===== src/rtl/perceptron_trainer.sv =====
`default_nettype none
// ============================================================================
// perceptron_trainer : steps stored samples through an external perceptron and
//                      counts mismatches per epoch until convergence or limit.
// Rev 1.0
// ============================================================================
module perceptron_trainer #(
   parameter int NUM_SAMPLES = 8,
   parameter int LATENCY     = 2,
   parameter int MAX_EPOCHS  = 15
) (
   input  logic       clk,
   input  logic       reset,
   input  logic       wr_en,
   input  logic [2:0] wr_addr,
   input  logic [7:0] wr_data,
   input  logic       start,
   input  logic [7:0] thr_in,
   input  logic [1:0] result,
   output logic [6:0] p_in,
   output logic [7:0] threshold,
   output logic       exp_res,
   output logic       busy,
   output logic       done,
   output logic       converged,
   output logic [3:0] epoch_count,
   output logic [3:0] err_count
);

   localparam int            c_IW          = (NUM_SAMPLES > 1) ? $clog2(NUM_SAMPLES) : 1;
   localparam int            c_WW          = (LATENCY > 1) ? $clog2(LATENCY) : 1;
   localparam logic [c_IW-1:0] c_LAST_IDX  = c_IW'(NUM_SAMPLES - 1);
   localparam logic [c_WW-1:0] c_LAST_WAIT = c_WW'(LATENCY - 1);
   localparam logic [3:0]    c_MAX_EPOCHS  = 4'(MAX_EPOCHS);

   typedef enum logic [2:0] {
      S_IDLE      = 3'd0,
      S_DRIVE     = 3'd1,
      S_WAIT      = 3'd2,
      S_CHECK     = 3'd3,
      S_EPOCH_END = 3'd4,
      S_DONE      = 3'd5
   } state_t;

   state_t          r_state;
   logic [7:0]      r_mem [NUM_SAMPLES];
   logic [c_IW-1:0] r_idx;
   logic [c_WW-1:0] r_wait;
   logic [6:0]      r_p_in;
   logic            r_exp_res;
   logic [7:0]      r_thr;
   logic            r_busy;
   logic            r_done;
   logic            r_conv;
   logic [3:0]      r_epoch;
   logic [3:0]      r_err;

   logic [c_IW-1:0] w_wr_idx;
   logic [1:0]      w_expected;
   logic            w_mismatch;
   logic [3:0]      w_epoch_next;

   assign w_wr_idx     = wr_addr[c_IW-1:0];
   assign w_expected   = r_exp_res ? 2'b01 : 2'b11;
   assign w_mismatch   = (result != w_expected);
   assign w_epoch_next = r_epoch + 4'd1;

   // Sample memory is frozen while a run is in progress.
   always_ff @(posedge clk or posedge reset) begin
      if (reset) begin
         for (int i = 0; i < NUM_SAMPLES; i++) r_mem[i] <= '0;
      end else if (wr_en && !r_busy) begin
         r_mem[w_wr_idx] <= wr_data;
      end
   end

   always_ff @(posedge clk or posedge reset) begin
      if (reset) begin
         r_state   <= S_IDLE;
         r_idx     <= '0;
         r_wait    <= '0;
         r_p_in    <= '0;
         r_exp_res <= 1'b0;
         r_thr     <= '0;
         r_busy    <= 1'b0;
         r_done    <= 1'b0;
         r_conv    <= 1'b0;
         r_epoch   <= '0;
         r_err     <= '0;
      end else begin
         r_done <= 1'b0;
         case (r_state)
            S_IDLE, S_DONE: begin
               if (start) begin
                  r_thr   <= thr_in;
                  r_idx   <= '0;
                  r_err   <= '0;
                  r_epoch <= '0;
                  r_conv  <= 1'b0;
                  r_busy  <= 1'b1;
                  r_state <= S_DRIVE;
               end
            end
            S_DRIVE: begin
               r_p_in    <= r_mem[r_idx][6:0];
               r_exp_res <= r_mem[r_idx][7];
               r_wait    <= '0;
               r_state   <= S_WAIT;
            end
            S_WAIT: begin
               if (r_wait == c_LAST_WAIT) r_state <= S_CHECK;
               else                       r_wait  <= r_wait + 1'b1;
            end
            S_CHECK: begin
               if (w_mismatch && (r_err != 4'hF)) r_err <= r_err + 4'd1;
               if (r_idx == c_LAST_IDX) begin
                  r_state <= S_EPOCH_END;
               end else begin
                  r_idx   <= r_idx + 1'b1;
                  r_state <= S_DRIVE;
               end
            end
            S_EPOCH_END: begin
               r_epoch <= w_epoch_next;
               if (r_err == 4'd0) begin
                  r_conv  <= 1'b1;
                  r_done  <= 1'b1;
                  r_busy  <= 1'b0;
                  r_state <= S_DONE;
               end else if (w_epoch_next == c_MAX_EPOCHS) begin
                  r_done  <= 1'b1;
                  r_busy  <= 1'b0;
                  r_state <= S_DONE;
               end else begin
                  r_err   <= '0;
                  r_idx   <= '0;
                  r_state <= S_DRIVE;
               end
            end
            default: r_state <= S_IDLE;
         endcase
      end
   end

   assign p_in        = r_p_in;
   assign threshold   = r_thr;
   assign exp_res     = r_exp_res;
   assign busy        = r_busy;
   assign done        = r_done;
   assign converged   = r_conv;
   assign epoch_count = r_epoch;
   assign err_count   = r_err;

endmodule
`default_nettype wire


===== config.mk =====
export PLATFORM = sky130hd
export DESIGN_NAME = perceptron_trainer
export DESIGN_NICKNAME = d
export VERILOG_FILES = /design/src/rtl/perceptron_trainer.sv
export SDC_FILE = /design/constraint.sdc
export NUM_CORES = 1
export LEC_CHECK = 0
export ABC_AREA = 0
export CAP_MARGIN = 20
export CORE_ASPECT_RATIO = 1.5
export CORE_MARGIN = 8
export CORE_UTILIZATION = 51
export DETAILED_ROUTE_END_ITERATION = 12
export PLACE_DENSITY = 0.74
export SLEW_MARGIN = 15
export SYNTH_ARGS = -nofsm -noshare
export SYNTH_HDL_FRONTEND = slang
export SYNTH_SLANG_ARGS = --single-unit

===== constraint.sdc =====
create_clock -name clk -period 8.09 [get_ports clk]
set_input_delay 2.427 -clock clk [delete_from_list [all_inputs] [get_ports clk]]
set_output_delay 2.427 -clock clk [all_outputs]
set_load 0.01 [all_outputs]

# Word level (Yosys, flattened, before mapping)
# Index checks and enable logic that the tools add are counted.
# word_totals
inputBits	25
word_cells	98
output_inout_bits	27
ff_bits	98
# op_classes
n_eq_ne	17
n_addsub	4
order_cmp	3
muxes	36
n_bitwise	2
reduce_logical	17
# op_table
operator	count
$bwmux 64	1
$mux 3	9
$bmux 8 s3	1
$demux 8 s3	1
$mux 8	3
$mux 4	4
$pmux 3 s5	1
$ne 2x2->1 const B	7
$pmux 4 s3	1
$reduce_and 5->1	2
$eq 3x3->1 const B	3
$mux 1	9
$pmux 3 s3	1
$add 4x1->4 const B	2
$ge 4x4->1 const B	2
$not 3->4	2
$pmux 4 s2	1
$eq 3x2->1 const B	2
$pmux 1 s2	3
$reduce_and 2->1	3
$reduce_and 3->1	2
$eq 4x4->1 const B	1
$logic_not 4->1	1
$lt 4x1->1 const B	1
13 further kinds	16

# Depth between registers and ports, before layout
# logic_depth
depth_word	6
mapped_depth	7
ltp_nobuf	6

# Worst setup path before layout
# OpenSTA, ideal clock, no wires.
# synth_path
path_kind	input to register
start	in wr_addr[1]
end	reg r_mem[48] (netlist name)
required_ns	7.965
path_stages	4
arrival_ns	3.312
slack_ns	4.653
setup_ns	0.125
n_path_buf	1
path_cell_list	nand3b_1 -> or3_1 -> buf_2 -> mux2_2
# synth_between
elab_chain_cells	6
word_cells_on_any_way	7
cone_classes	order compare: 2; mux: 3; bitwise: 1; reduce/logical: 1
# synth_rtl
item	line	source
start: declaration	15	input logic [2:0] wr_addr,
$not 3->4 (implied by the code) (*)	73	r_mem[w_wr_idx] <= wr_data;
$ge 4x4->1 (implied by the code) or $lt 4x1->1 (tied branches)	73	
$logic_and 1x1->1 (implied by the code)	73	
$mux 8 (implied by the code)	73	
$demux 8 s3 (*)	73	
$bwmux 64 (*)	73	
end signal: indexed assignment	73	
end: declaration	46	logic [7:0] r_mem [NUM_SAMPLES];
# Every way passes the cells marked *; elsewhere a longest branch is shown, timed or not.
# A chain may end at the register's enable or synchronous reset.

# Worst setup path after layout
# layout_path
start	in wr_addr[2]
end	reg r_mem[8] (netlist name)
# The elaborated chain is that of the path after synthesis.

==> qor.csv <==
stage,metric,value,unit
global_routing,Overall Global Routing Usage,0.163,
logic_synthesis,"Seq/Total Area, Yosys",0.542,
cts,CTS max path bufs,2,
cts,root buffer cell,clkbuf_16,
logic_synthesis,"area leader, netlist",dfrtp_1,
timing,Slew HR,0.411,
logic_synthesis,"EDFF count, synth",0,
logic_synthesis,cell area after synthesis,0.00452,mm2
pwr,P_leak,2.22,nW
cells_and_area,Non-Filler Instances,481,
critical_path,worst path arrival time,4.28,ns
logic_synthesis,synth cell count leaders,"dfrtp_1, mux2_2, mux4_2, nor2_1, a21oi_1",
detailed_routing,Via Count,2719,
pwr,worst ir drop on vdd,0.208,mV
timing,Tmin final,4.06,ns
run,number of max-cap violations,0,
timing,Pins Over Slew Limit,0,
critical_path,startpoint types,input pin,
status,outcome,"complete, no violations",
placement,DP Worst Slack,3.72,ns
global_routing,largest net degree at the start of global routing,60,
cells_and_area,cell area after layout,0.00538,mm2
logic_synthesis,Syn Nets,346,
critical_path,critical path class,input pin to flip-flop,
global_routing,total gr overflow,0,
cells_and_area,share of cells above drive strength 1,0.329,
global_routing,number of global-route vias before repair,2928,
cts,total clock sinks,98,
cts,CTS Buf Count,9,
min_path,hold crit path type,flip-flop to flip-flop,
cts,H-tree depth,3,
critical_path,critical path peak fanout,8,
critical_path,"Req. time, crit path",8.31,ns
logic_synthesis,most numerous cell in the Yosys netlist,dfrtp_1,
logic_synthesis,Yosys cell types,47,
detailed_routing,vias per cell,5.65,
cts,post-CTS sizing,0,
critical_path,reg-to-reg setup timing slack,5.99,ns
floorplan,I/O pins,52,
min_path,Worst Hold Path Cells,1,
floorplan,initial core utilization,0.519,
placement,DP HPWL,6590,um
timing,setup violators final,0,
cells_and_area,multi-input combinational cell area,0.00197,mm2
timing,RSZ-0062 raised after global routing,no,
cts,postcts setup bufs,0,
timing,Final Hold Viols,0,
floorplan,Core Area,0.00872,mm2
cts,Worst-path clk slew,0.06,ns
min_path,HP Start,r_mem[41]$_DFFE_PP0P_,
logic_synthesis,top_reg_cell synth,dfrtp_1,
global_routing,first-pass GRT wire length,15400,um
logic_synthesis,Ys Warns,0,
critical_path,reg2reg end,r_idx[2]$_DFFE_PP0P_,
detailed_routing,DRT Pass-1 Iters,5,
min_path,worst hold path endpoint,r_mem[41]$_DFFE_PP0P_,
critical_path,reg2reg start,r_idx[1]$_DFFE_PP0P_,
logic_synthesis,Post-synth ARST share,1.00,
logic_synthesis,Syn Inst Count,315,
timing,Tcrit/Tclk final,0.502,
placement,IO Port Bufs,51,
floorplan,Die Y,131,um
timing,fmax,246,MHz
detailed_routing,antenna violation net count after detailed routing,0,
critical_path,crit end category,flip-flop,
floorplan,die span in x,92.9,um
cts,TritonCTS clock tree,built,
cells_and_area,Area Overhead vs Synth,18.9,%
detailed_routing,post-DR wirelength/cell,19.4,um
pwr,Pwr Density,359,mW/mm2
floorplan,number of core rows,42,
floorplan,die area,0.0122,mm2
cells_and_area,register area,0.00245,mm2
cts,Skew-Pair Late Insertion Delay,0.34,ns
cells_and_area,FILL cells,698,
logic_synthesis,Yosys reg bits,98,
logic_synthesis,Synth top area share,0.542,
timing,actual slew at the worst max-slew pin,0.879,ns
timing,Setup WS post-layout,4.03,ns
cells_and_area,antenna cells,0,
global_routing,initial antenna violation count,0,
logic_synthesis,Avg Inst Size Synth,14.4,um2
placement,Post-Place Cell Area,0.00511,mm2
logic_synthesis,Area contributors post-synth,"dfrtp_1, mux2_2, mux4_2",
critical_path,Reg2Reg Depth,5,
detailed_routing,"wirelength, routed",9330,um
cts,Hold Buf Count CTS,0,
timing,setup TNS,0,ns
placement,Placer Congestion,0.751,
detailed_routing,initial drt markers,75,
cells_and_area,Nets,398,
detailed_routing,DRC,0,
timing,clk_skew,0.00813,ns
placement,placed cells,466,
==> flip-flops by register name, indices dropped and copies added, names as in the netlist <==
| signal | cells |
|---|---|
| r_idx | 3 |
| err_count | 4 |
| r_mem | 64 |
| busy | 1 |
| exp_res | 1 |
| threshold | 8 |
| r_wait | 1 |
| p_in | 7 |
| converged | 1 |
| epoch_count | 4 |
| r_state | 3 |
| done | 1 |
==> layout by cell type, fill, tap and decap left out, types with 3 or more instances in the layout <==
cell	n
a21oi_1	13
clkbuf_1	3
clkbuf_16	9
clkdlybuf4s50_1	51
dfrtp_1	98
ha_1	6
inv_1	3
mux2_2	73
mux2i_1	8
mux4_2	16
nand2_1	7
nand3_1	3
nor2_1	16
nor2_2	3
nor2b_1	5
nor3b_1	4
o21ai_0	9
==> kinds of logic after synthesis <==
| family | after synthesis | synth area share |
|---|---|---|
| DFF | 98 | 0.542 |
| muxes | 97 | 0.279 |
| and+or+nand+nor | 55 | 0.0733 |
| AOI/OAI and AO/OA | 39 | 0.0606 |
| buffers and inverters | 17 | 0.0227 |
| adders and majority gates | 6 | 0.0166 |
| xor gates and xnor gates | 3 | 0.00581 |
==> layer usage <==
layer  share of wire  vias up  GRT usage
met4           0.024        0     0.0792
met2            0.52       63      0.269
met5               0        -          0
met3           0.038       14     0.0302
met1            0.41     1379      0.198
li1                -     1263          -
==> power breakdown <==
part	switching, mW	internal (mW)	leakage (nW)
registers	0.155	0.690	1.18
logic	0.272	0.432	0.909
clock network	0.168	0.215	0.130
==> how the worst max path moves through the flow <==
stage          startpoint                    end  slack, ns  depth (start not counted)
6_report       wr_addr[2]   r_mem[8]$_DFFE_PP0P_       4.03                          4
5_1_grt        wr_addr[2]   r_mem[8]$_DFFE_PP0P_       3.98                          4
4_1_cts        wr_addr[2]   r_mem[8]$_DFFE_PP0P_       4.07                          4
3_5_place_dp   wr_addr[2]  r_mem[13]$_DFFE_PP0P_       3.72                          4
3_3_place_gp   wr_addr[2]   r_mem[8]$_DFFE_PP0P_       3.72                          4
2_1_floorplan       reset       busy$_DFFE_PP0P_       3.10                          1
==> cell type report <==
class / count / share of cell area
Inverter: 4 / 0.00326
Sequential cell: 98 / 0.456
Timing Repair Buffer: 54 / 0.0998
Clock buffer: 13 / 0.0465
Tap cell: 110 / 0.0256
Multi-Input combinational cell: 200 / 0.366
Clock inverter: 2 / 0.00256
==> critical path, cell delays in order <==
cell and delay (ns):
clkdlybuf4s50_1 0.61, nand2b_4 0.10, nor3_2 0.72, mux2_2 0.42
==> metrics by stage <==
step	hold slack, ns	power [mW]	util
floorplan	0.474	1.32	-
global placement	0.478	1.53	0.585
detailed placement	0.491	1.56	0.586
CTS	0.505	1.95	0.616
global route	0.513	2.05	0.616
finish	0.504	1.93	0.616
Power figures use the tool's default switching activity.
